### src/rtl/imem_loader.sv
// imem_loader: serial program loader for the pipelined MIPS core.
// Receives a framed UART 8N1 byte stream (0xA5, count N, N*4 data bytes MSB
// first, optional XOR checksum) and writes big-endian 32-bit words into the
// instruction memory while holding the core in reset.
//
// Optional feature: define IMEM_LOADER_CSUM_EN to compile in the checksum
// byte check (CSUM state and XOR register).
//
// Ports:
//   clk        - system clock
//   reset      - synchronous active-high reset
//   rx         - asynchronous UART receive line (idles high)
//   imem_we    - one-cycle instruction-memory write strobe
//   imem_addr  - instruction-memory word address
//   imem_wdata - instruction word to write
//   core_reset - holds the pipeline in reset during a load
//   load_done  - one-cycle pulse on successful load completion
//   load_err   - sticky error flag (framing / checksum)
module imem_loader #(
  parameter int CLKS_PER_BIT = 868,
  parameter int ADDR_W       = 8
) (
  input  logic              clk,
  input  logic              reset,
  input  logic              rx,
  output logic              imem_we,
  output logic [ADDR_W-1:0] imem_addr,
  output logic [31:0]       imem_wdata,
  output logic              core_reset,
  output logic              load_done,
  output logic              load_err
);

  localparam int CNT_W = $clog2(CLKS_PER_BIT);
  localparam logic [CNT_W-1:0] HALF_M1 = CNT_W'(CLKS_PER_BIT / 2 - 1);
  localparam logic [CNT_W-1:0] FULL_M1 = CNT_W'(CLKS_PER_BIT - 1);
  localparam logic [CNT_W-1:0] T_ONE   = CNT_W'(1);

  localparam logic [1:0] RX_IDLE  = 2'd0;
  localparam logic [1:0] RX_START = 2'd1;
  localparam logic [1:0] RX_DATA  = 2'd2;
  localparam logic [1:0] RX_STOP  = 2'd3;

  localparam logic [2:0] ST_IDLE  = 3'd0;
  localparam logic [2:0] ST_COUNT = 3'd1;
  localparam logic [2:0] ST_DATA  = 3'd2;
`ifdef IMEM_LOADER_CSUM_EN
  localparam logic [2:0] ST_CSUM  = 3'd3;
`endif
  localparam logic [2:0] ST_ERR   = 3'd4;

  localparam logic [7:0] HDR_BYTE = 8'hA5;

  // receiver state
  logic             rx_meta, rx_sync, rx_prev;
  logic [1:0]       rx_state;
  logic [CNT_W-1:0] bit_timer;
  logic [2:0]       bit_idx;
  logic [7:0]       rx_shift;
  logic             byte_valid;
  logic             frame_err;

  // loader state
  logic [2:0]       state;
  logic [8:0]       word_cnt;
  logic [1:0]       byte_idx;
  logic [23:0]      assembler;
`ifdef IMEM_LOADER_CSUM_EN
  logic [7:0]       csum;
`endif

  // UART receiver: synchronizer, start-bit validation, mid-bit sampling
  always_ff @(posedge clk) begin
    if (reset) begin
      rx_meta    <= 1'b1;
      rx_sync    <= 1'b1;
      rx_prev    <= 1'b1;
      rx_state   <= RX_IDLE;
      bit_timer  <= '0;
      bit_idx    <= 3'd0;
      rx_shift   <= 8'd0;
      byte_valid <= 1'b0;
      frame_err  <= 1'b0;
    end else begin
      rx_meta    <= rx;
      rx_sync    <= rx_meta;
      rx_prev    <= rx_sync;
      byte_valid <= 1'b0;
      frame_err  <= 1'b0;
      case (rx_state)
        RX_IDLE: begin
          // edge-triggered so a line held low does not retrigger
          if (rx_prev && !rx_sync) begin
            rx_state  <= RX_START;
            bit_timer <= '0;
          end
        end
        RX_START: begin
          if (bit_timer == HALF_M1) begin
            bit_timer <= '0;
            bit_idx   <= 3'd0;
            // start bit gone high by mid-bit: treat as a glitch
            rx_state  <= rx_sync ? RX_IDLE : RX_DATA;
          end else begin
            bit_timer <= bit_timer + T_ONE;
          end
        end
        RX_DATA: begin
          if (bit_timer == FULL_M1) begin
            bit_timer <= '0;
            rx_shift  <= {rx_sync, rx_shift[7:1]};
            bit_idx   <= bit_idx + 3'd1;
            if (bit_idx == 3'd7) begin
              rx_state <= RX_STOP;
            end
          end else begin
            bit_timer <= bit_timer + T_ONE;
          end
        end
        RX_STOP: begin
          if (bit_timer == FULL_M1) begin
            bit_timer <= '0;
            rx_state  <= RX_IDLE;
            if (rx_sync) begin
              byte_valid <= 1'b1;
            end else begin
              frame_err <= 1'b1;
            end
          end else begin
            bit_timer <= bit_timer + T_ONE;
          end
        end
        default: rx_state <= RX_IDLE;
      endcase
    end
  end

  // frame FSM: header, count, word assembly, optional checksum, writes
  always_ff @(posedge clk) begin
    if (reset) begin
      state      <= ST_IDLE;
      word_cnt   <= 9'd0;
      byte_idx   <= 2'd0;
      assembler  <= 24'd0;
`ifdef IMEM_LOADER_CSUM_EN
      csum       <= 8'd0;
`endif
      imem_we    <= 1'b0;
      imem_addr  <= '0;
      imem_wdata <= 32'd0;
      core_reset <= 1'b0;
      load_done  <= 1'b0;
      load_err   <= 1'b0;
    end else begin
      imem_we   <= 1'b0;
      load_done <= 1'b0;
      // address advances the cycle after each strobe and wraps naturally
      if (imem_we) begin
        imem_addr <= imem_addr + {{(ADDR_W-1){1'b0}}, 1'b1};
      end
      if (frame_err) begin
        load_err <= 1'b1;
        state    <= ST_ERR;
      end else if (byte_valid) begin
        case (state)
          ST_IDLE, ST_ERR: begin
            if (rx_shift == HDR_BYTE) begin
              state      <= ST_COUNT;
              core_reset <= 1'b1;
              load_err   <= 1'b0;
              imem_addr  <= '0;
`ifdef IMEM_LOADER_CSUM_EN
              csum       <= 8'd0;
`endif
            end
          end
          ST_COUNT: begin
            // a count of zero encodes 256 words
            word_cnt <= (rx_shift == 8'd0) ? 9'd256 : {1'b0, rx_shift};
            byte_idx <= 2'd0;
            state    <= ST_DATA;
          end
          ST_DATA: begin
            assembler <= {assembler[15:0], rx_shift};
            byte_idx  <= byte_idx + 2'd1;
`ifdef IMEM_LOADER_CSUM_EN
            csum      <= csum ^ rx_shift;
`endif
            if (byte_idx == 2'd3) begin
              imem_wdata <= {assembler, rx_shift};
              imem_we    <= 1'b1;
              word_cnt   <= word_cnt - 9'd1;
              if (word_cnt == 9'd1) begin
`ifdef IMEM_LOADER_CSUM_EN
                state      <= ST_CSUM;
`else
                load_done  <= 1'b1;
                core_reset <= 1'b0;
                state      <= ST_IDLE;
`endif
              end
            end
          end
`ifdef IMEM_LOADER_CSUM_EN
          ST_CSUM: begin
            if (rx_shift == csum) begin
              load_done  <= 1'b1;
              core_reset <= 1'b0;
              state      <= ST_IDLE;
            end else begin
              load_err <= 1'b1;
              state    <= ST_ERR;
            end
          end
`endif
          default: state <= ST_IDLE;
        endcase
      end
    end
  end

endmodule
### config.mk
export PLATFORM = sky130hd
export DESIGN_NAME = imem_loader
export DESIGN_NICKNAME = d
export VERILOG_FILES = /design/src/rtl/imem_loader.sv
export SDC_FILE = /design/constraint.sdc
export NUM_CORES = 1
export LEC_CHECK = 0
export ABC_AREA = 0
export BUFFER_PORTS_ARGS = -buffer_cell sky130_fd_sc_hd__buf_2
export CAP_MARGIN = 20
export CORE_MARGIN = 4
export CORE_UTILIZATION = 35
export CTS_BUF_LIST = sky130_fd_sc_hd__clkbuf_4 sky130_fd_sc_hd__clkbuf_8
export DETAILED_ROUTE_END_ITERATION = 16
export GPL_TIMING_DRIVEN = 0
export PLACE_DENSITY = 0.59
export SYNTH_ARGS = -nofsm -noshare
export SYNTH_HDL_FRONTEND = slang
export SYNTH_SLANG_ARGS = --single-unit
### constraint.sdc
create_clock -name clk -period 1.6 [get_ports clk]
set_input_delay 0.4 -clock clk [delete_from_list [all_inputs] [get_ports clk]]
set_output_delay 0.4 -clock clk [all_outputs]
set_load 0.05 [all_outputs]
# Word level (Yosys, flattened, before mapping)
# Index checks and enable logic that the tools add are counted.
# W data, S select, Z words.
dict set report totals {
  register_bits 110
  in_bits 3
  out_inout_bits 44
  wordCells 123
}
dict set report classes {
  add_sub_neg 5
  eq_ne 23
  mux 41
  bitwise 6
  n_reduce_logical 28
}
# operator n
set op_table {}
lappend op_table {{$mux W8} 5}
lappend op_table {{$mux W10} 3}
lappend op_table {{$pmux W10 S3} 1}
lappend op_table {{$mux W3} 7}
lappend op_table {{$mux W9} 2}
lappend op_table {{$pmux W9 S2} 1}
lappend op_table {{$ne A2 B2 Y1 const B} 8}
lappend op_table {{$reduce_and A4 Y1} 4}
lappend op_table {{$mux W2} 6}
lappend op_table {{$reduce_and A3 Y1} 4}
lappend op_table {{$reduce_bool A2 Y1} 6}
lappend op_table {{$mux W1} 11}
lappend op_table {{$add A10 B1 Y10 const B} 1}
lappend op_table {{$eq A10 B10 Y1 const B} 1}
lappend op_table {{$eq A10 B9 Y1 const B} 1}
lappend op_table {{$eq A9 B1 Y1 const B} 1}
lappend op_table {{$ne A3 B3 Y1 const B} 3}
lappend op_table {{$pmux W3 S3} 1}
lappend op_table {{$sub A9 B1 Y9 const B} 1}
lappend op_table {{$add A8 B1 Y8 const B} 1}
lappend op_table {{$eq A8 B8 Y1 const B} 1}
lappend op_table {{$logic_not A8 Y1} 1}
lappend op_table {{$pmux W2 S4} 1}
lappend op_table {{$eq A2 B2 Y1 const B} 3}
lappend op_table {{21 further kinds} 29}

# Depth between registers and ports, before layout
# Gate-level depths: netlist (run 1).
dict set report depth {
  ltp_word 6
  mapped_depth 7
  depth_no_buf 6
}

# Worst setup path before layout (run 1)
# Ideal clock, no wire load.
dict set report synth_path {
  path_type {register -> register}
  from {register bit_timer[1]}
  to {register bit_timer[7]}
  setup_time_ns 0.095
  t_arrival_ns 1.514
  required_ns 1.505
  path_slack_ns -0.009
  stages_incl_launch_ff 8
  n_path_buf 1
  synth_period_minus_slack_ns 1.609
  path_cell_list {dfxtp_1 inv_1 ha_1 nor4b_2 a41oi_1 buf_2 o32ai_1 a221oi_1}
}
dict set report synth_via {
  elab_chain_len 3
  elab_cells_between_ends 6
  cone_classes {add/sub (1); eq/ne (2); mux (3)}
}
# element line
set synth_lines {}
lappend synth_lines {{from (decl)} 57} ;# logic [CNT_W-1:0] bit_timer;
lappend synth_lines {{from (signal assigned)} 105} ;# bit_timer <= bit_timer + T_ONE;
lappend synth_lines {{from (signal assigned)} 117} ;# bit_timer <= bit_timer + T_ONE;
lappend synth_lines {{from (signal assigned)} 130} ;# bit_timer <= bit_timer + T_ONE;
lappend synth_lines {{$add A10 B1 Y10, or another cell as far along} {105, 117, 130}}
lappend synth_lines {{$mux W10, on equally long branches} {109, 121, 99}}
lappend synth_lines {{$pmux W10 S3 (*)} 90} ;# case (rx_state)
# Mark *: on every way between the ends. The rest lies on a longest branch, timed or not.
# A chain may end at the register's enable or synchronous reset.

# Worst setup path in the final report (run 1)
dict set report layout_path {
  from {register frame_err}
  to {register assembler[21]}
}
dict set report layout_via {
  elab_chain_len 2
}
# element line
set layout_lines {}
lappend layout_lines {{from (decl)} 61} ;# logic frame_err;
lappend layout_lines {{from (signal assigned)} 83} ;# frame_err <= 1'b0;
lappend layout_lines {{from (signal assigned)} 89} ;# frame_err <= 1'b0;
lappend layout_lines {{from (signal assigned)} 127} ;# frame_err <= 1'b1;
lappend layout_lines {{$not A1 Y1 (no source line)} n/a}
lappend layout_lines {{$reduce_and A3 Y1 (no source line)} n/a}
lappend layout_lines {{to (signal assigned)} 184} ;# assembler <= {assembler[15:0], rx_shift};
lappend layout_lines {{to (decl)} 67} ;# logic [23:0] assembler;
# Every way passes these cells.

==> results of run 1 <==
## cell type report
cell class	instances	area, sq um	share of cell area
Multi-Input combinational cell	420	2770	0.445
Sequential cell	110	2240	0.360
Timing Repair Buffer	75	539	0.0866
Tap cell	176	220	0.0354
Buffer	29	218	0.0350
Clock buffer	9	124	0.0199
Clock inverter	7	62.6	0.0100
Inverter	14	52.6	0.00844
## kinds of logic (layout without fill, tap and decap cells)
kind of cell	Yosys count	in the layout	share of synthesized area
DFF	110	110	0.467
xor gates and xnor gates	8	8	0.0149
muxes	10	10	0.0212
adders and majority gates	8	8	0.0212
buffers and inverters	47	134	0.0467
and+or+nand+nor	257	257	0.261
AOI/OAI and AO/OA	136	137	0.168
## power groups by stage
stage / Sequential, mW / Clock [mW] / Combinational, mW
CTS: 2.75 / 1.68 / 0.195
finish: 2.75 / 1.64 / 0.238
global route: 2.76 / 1.81 / 0.257
global placement: 2.82 / 0 / 0.175
detailed placement: 2.82 / 0 / 0.177
floorplan: 2.83 / 0 / 0.116
## cells in the mapped netlist, types with 5 or more instances
master | instances | area share
nand2_1 | 134 | 0.11
dfxtp_1 | 110 | 0.47
a21oi_1 | 77 | 0.082
nor2_1 | 39 | 0.031
o21ai_0 | 21 | 0.022
clkbuf_1 | 18 | 0.014
inv_1 | 14 | 0.011
buf_2 | 11 | 0.012
mux2i_1 | 10 | 0.021
nand4_1 | 10 | 0.013
nor3_1 | 9 | 0.0096
ha_1 | 8 | 0.021
nand3_1 | 8 | 0.0085
and2_1 | 7 | 0.0093
or2_2 | 7 | 0.0093
xor2_1 | 6 | 0.011
nand2b_1 | 5 | 0.0066
nor2b_1 | 5 | 0.0066
## metrics by stage
step	TNS, ns	setup slack [ns]	power [mW]	cells	area, sq um
after floorplan	0	0.0200	2.94	576	4710
after detailed placement	-14.85	-0.522	3.00	798	5160
after global placement	-14.20	-0.452	3.00	798	5160
final	-0.728	-0.0497	4.63	840	6230
after CTS	-1.49	-0.0811	4.63	828	5680
after global routing	-3.48	-0.121	4.82	840	6230
## registers in the layout (all words and copies together) (netlist names), named ones only
register / count
rx_shift: 8
rx_meta: 1
rx_state: 1
imem_addr: 8
load_done: 1
frame_err: 1
rx_sync: 1
byte_valid: 1
state: 3
bit_idx: 3
bit_timer: 10
byte_idx: 2
word_cnt: 9
rx_prev: 1
imem_wdata: 32
imem_we: 1
core_reset: 1
load_err: 1
assembler: 24
## worst paths after layout
path	slack, ns	cells past startpoint	to
min	0.20	2	rx_meta$_SDFF_PP1_
max	-0.05	7	assembler[21]$_SDFFE_PP0P_
max reg2reg	-0.05	7	assembler[21]$_SDFFE_PP0P_
min reg2reg	0.43	1	rx_sync$_SDFF_PP1_
## routing by layer
metal | GRT usage | vias up | share of wire
met4 | 0.0582 | 0 | 0.019
li1 | - | 2160 | -
met1 | 0.218 | 2108 | 0.46
met5 | 0 | - | 0
met2 | 0.258 | 121 | 0.47
met3 | 0.0409 | 24 | 0.049
## repair_timing
item | 4_1_cts | 5_1_grt
setup endpoints to repair | 78 | 90
pin swaps | 8 | 42
cloned | 2 | 3
setup buffers | 14 | 11
gates resized for setup | 59 | 129
==> out/metrics.yaml, run 1 <==
cts_tree: "done"
timing.final.ws_setup_ns: -0.0497
drv_cap: 0
fmax_mhz: 606
cp-startpoint: "frame_err$_SDFF_PP0_"
path_cells: "or3b_1, buf_6, buf_12, nor2_4, buf_6, nand2_1, a21oi_2"
grt_pass1_wl_um: 20000
cp.buffers_inverters: 3
viasPerCell: 5.25
post-route-util: 0.472
grt_pass1_vias: 4108
yosys_register_bits: 110
drc_errors: 0
hold_violations: 0
critical-path-top-delay-family: "simple AND/OR/NAND/NOR gates"
drt-wirelength-per-cell_um: 15.4
status: "finished, violations left"
syn_inst: 576
coreArea_sq_um: 13200
fin_crit_ns: 1.65
grt_max_degree: 21
grt_antenna_before_repair: 0
clk_latency_ns: 0.39
num_rows: 42
cts.clk_slew.worst_paths_ns: 0.11
io_pins: 47
slowest_stage: "or3b_1"
netSwitchingPower_mw: 1.21
synth.distinct_cells: 58
min-delay-start: "rx"
clkPwrFrac: 0.354
place_hpwl_um: 8250
p_leak_nw: 2.48
crit_top_cell: "buf_6"
hold_class: "in -> reg"
intPower_mw: 3.43
ctsHoldBuffers: 0
cts.sinks: 110
dieArea_sq_um: 15400
fill_cells: 1315
cts_made_buffers: 9
gr-total-overflow: 0
fin_skew_ns: 0.0155
slew_headroom: 0.545
p_seq_frac: 0.594
pwr-share-comb: 0.051
gp_congestion: 0.914
diodes: 0
switching_share: 0.260
antenna_left: 0
cts-root-buf: "clkbuf_8"
hold_ws_ns: 0.200
cellPowerDensity_nw_per_um2: 744
worst_pin_slew_ns: 0.682
fin_crit_sh: 1.03
worstPathArrival_ns: 1.97
syn-mean-instance-area_sq_um: 8.18
drive_gt1_frac: 0.342
ys.flop_type: "dfxtp_1"
r2r_start: "frame_err$_SDFF_PP0_"
critPathLaunchType: "register"
worstSetupEndpointType: "register"
syn-num-nets: 587
die_w_um: 124
layout_commonest_cell: "nand2_1"
critPathMaxFanout: 10
start_util: 0.357
first_pass_iters: 5
synthArstFlopShare: 0
netlist_area_sq_um: 4710
final_cell_mix: "117 x nand2_1, 90 x dfxtp_1, 47 x buf_2, 46 x a21oi_1, 37 x nor2_1"
drt-total-wl_um: 12900
slew_violations: 0
cp.required_ns: 1.92
rsz0062_at_grt: "true"
cts_htree_levels: 3
synth_edf_count: 0
drt_iter0_markers: 189
violations: "setup timing"
port_buffers: 46
fin_nets: 670
worstSetupPathType: "reg -> reg"
num_vias: 4413
syn_to_final_growth_pct: 32.2
cpPeakStageDelay_ns: 0.38
die_h_um: 124
grtUsageTotal: 0.164
peakVddDrop_v: 0.000468
yosysSeqAreaShare: 0.467
clk_path_buf_depth: 2
yosys_warnings: 0
setup_viol: 35
(Power assumes the default switching activity.)
==> run 2: changes to the inputs <==
--- a/config.mk
+++ b/config.mk
@@ -9,11 +9,11 @@
 export BUFFER_PORTS_ARGS = -buffer_cell sky130_fd_sc_hd__buf_2
 export CAP_MARGIN = 20
 export CORE_MARGIN = 4
-export CORE_UTILIZATION = 35
+export CORE_UTILIZATION = 55
 export CTS_BUF_LIST = sky130_fd_sc_hd__clkbuf_4 sky130_fd_sc_hd__clkbuf_8
 export DETAILED_ROUTE_END_ITERATION = 16
 export GPL_TIMING_DRIVEN = 0
-export PLACE_DENSITY = 0.59
+export PLACE_DENSITY = 0.83
 export SYNTH_ARGS = -nofsm -noshare
 export SYNTH_HDL_FRONTEND = slang
 export SYNTH_SLANG_ARGS = --single-unit
==> run 2 against run 1 <==
Against the previous run: the run still ends with setup timing left; first-iteration DRC count rose by 98%; clock skew fell by 0.0052 ns; non-clock buffer count decreased by 8; combinational power is 5% lower; wire length is essentially flat; flip-flop and latch count stayed put; largest power group unchanged.
==> out/metrics.yaml, run 2 (synthesis results as in run 1) <==
die_w_um: 101  # -19%
dp_worst_setup_slack_ns: -0.483  # +0.0390 ns
fin_nets: 661  # -1.3%
grt_pass1_wl_um: 19800  # -0.69%
largest_register_ff_count: 32  # unchanged
io_pins: 47  # unchanged
status: "finished, violations left"
top_regs: "imem_wdata x32, assembler x24, bit_timer x10"
timing.final.ws_setup_ns: -0.140  # -0.0905 ns
slew_headroom: 0.541  # -0.00464
drv_cap: 0  # unchanged
path_cells: "ha_2, and3b_2, nand4_1, buf_4, buf_2, mux2i_1, nor2_1"
hold_violations: 0  # unchanged
grt_pass1_vias: 4181  # +1.8%
peakVddDrop_v: 0.000586  # +25%
diodes: 0  # unchanged
critPathMaxFanout: 6  # -4
gr-total-overflow: 0  # unchanged
cts_made_buffers: 9  # unchanged
largest_register: "imem_wdata"
whs_path_depth: 2  # unchanged
slew_violations: 0  # unchanged
drive_gt1_frac: 0.292  # -0.0503
netSwitchingPower_mw: 1.20  # -0.45%
clk_path_buf_depth: 2  # unchanged
viasPerCell: 5.89  # +12%
cts-root-buf: "clkbuf_8"
dieArea_sq_um: 10100  # -34%
port_buffers: 46  # unchanged
pwr-share-comb: 0.049  # -0.002
cp.buffers_inverters: 2  # -1
drt_iter0_markers: 375  # +98%
critical-path-top-delay-family: "simple AND/OR/NAND/NOR gates"
post-route-util: 0.704  # +0.232
place_hpwl_um: 7960  # -3.5%
worstSetupEndpointType: "register"
violations: "setup timing"
cts_htree_levels: 3  # unchanged
cts.clk_slew.worst_paths_ns: 0.11  # about the same
cellPowerDensity_nw_per_um2: 794  # +6.8%
first_pass_iters: 5  # unchanged
drc_errors: 0  # unchanged
syn_to_final_growth_pct: 23.3
antenna_left: 0  # unchanged
tns_ns: -0.480  # +0.248 ns
r2r_cells: 7  # unchanged
cts.sinks: 110  # unchanged
fin_skew_ns: 0.0103  # -0.00519 ns
coreArea_sq_um: 8260  # -37%
clk_latency_ns: 0.38  # about the same
fin_crit_ns: 1.74  # +0.0905 ns
die_h_um: 101  # -19%
cpPeakStageDelay_ns: 0.40  # +0.02 ns
cts_tree: "done"
grtUsageTotal: 0.243  # +0.0798
start_util: 0.571  # +0.213
switching_share: 0.260  # about the same
p_leak_nw: 2.30  # -7.1%
hold_class: "in -> reg"
gp_congestion: 0.916  # +0.23%
p_seq_frac: 0.596  # +0.002
worstPathArrival_ns: 2.00  # +0.03 ns
clkPwrFrac: 0.355  # about the same
drt-wirelength-per-cell_um: 17.0  # +10%
setup_viol: 12  # -66%
regArea_sq_um: 2240  # -0.22%
finalPower_mw: 4.62  # -0.36%
num_vias: 4474  # +1.4%
rsz0062_at_grt: "true"
critPathLaunchType: "register"
cp.depth: 7  # unchanged
fin_crit_sh: 1.09  # +0.0565
worst_pin_slew_ns: 0.689  # +0.00696 ns
multiInputGateArea_sq_um: 2600  # -6.2%
final_cell_mix: "120 x nand2_1, 94 x dfxtp_1, 63 x a21oi_1, 49 x buf_2, 37 x nor2_1"
grt_max_degree: 21  # unchanged
layout_commonest_cell: "nand2_1"
slowest_stage: "dfxtp_4"
intPower_mw: 3.42  # -0.33%
fill_cells: 606  # -54%
drt-total-wl_um: 12900  # about the same
grt_antenna_before_repair: 0  # unchanged
fmax_mhz: 575  # -5.2%
worstSetupPathType: "reg -> reg"
hold_ws_ns: 0.201  # +0.000365 ns
cp.required_ns: 1.86  # -0.06 ns
num_rows: 33  # -21%
-- run 2: per-layer routing --
layer / global-route usage / vias up / wire length (um)
li1: - / 2128 / -
met1: 0.317 / 2137 / 5650
met2: 0.406 / 185 / 6230
met3: 0.0484 / 24 / 769
met4: 0.0788 / 0 / 256
met5: 0 / - / 0
-- run 2: repair_timing --
action                                 in CTS  in global routing
setup buffers                              12                  5
hold buffers                                0                  0
gates resized for setup                    47                 95
pin swaps                                   9                 26
gates cloned                                3                  2
setup endpoints to repair                  86                 87
endpoints found under the hold margin       0                  0
-- run 2: final cells by class --
cell class / instances / area share
multi-input cells: 419 / 0.447
flip-flops and latches: 110 / 0.385
repair buffers: 68 / 0.0708
plain buffers: 28 / 0.0321
well taps: 105 / 0.0226
clock buffers: 9 / 0.0213
clock inverters: 7 / 0.0116
inverters: 14 / 0.00947
-- run 2: final timing paths --
path / startpoint / endpoint / slack [ns]
worst min-delay path: rx / rx_meta$_SDFF_PP1_ / 0.20
worst max-delay path: bit_timer[1]$_SDFFE_PP0P_ / rx_shift[2]$_SDFFE_PP0P_ / -0.14
worst min register to register: rx_meta$_SDFF_PP1_ / rx_sync$_SDFF_PP1_ / 0.42
worst max register to register: bit_timer[1]$_SDFFE_PP0P_ / rx_shift[2]$_SDFFE_PP0P_ / -0.14
-- run 2: power by group through the flow --
stage	sequential [mW]	clock, mW	combinational (mW)
floorplan	2.83	0	0.116
global placement	2.82	0	0.169
detailed placement	2.82	0	0.173
CTS	2.75	1.64	0.185
global route	2.75	1.76	0.239
finish	2.75	1.64	0.227
-- run 2: stage by stage --
stage / std cells / instance area (sq um)
after floorplan: 576 / 4710
after global placement: 727 / 5080
after detailed placement: 727 / 5080
after CTS: 756 / 5510
after global routing: 760 / 5810
final: 760 / 5810
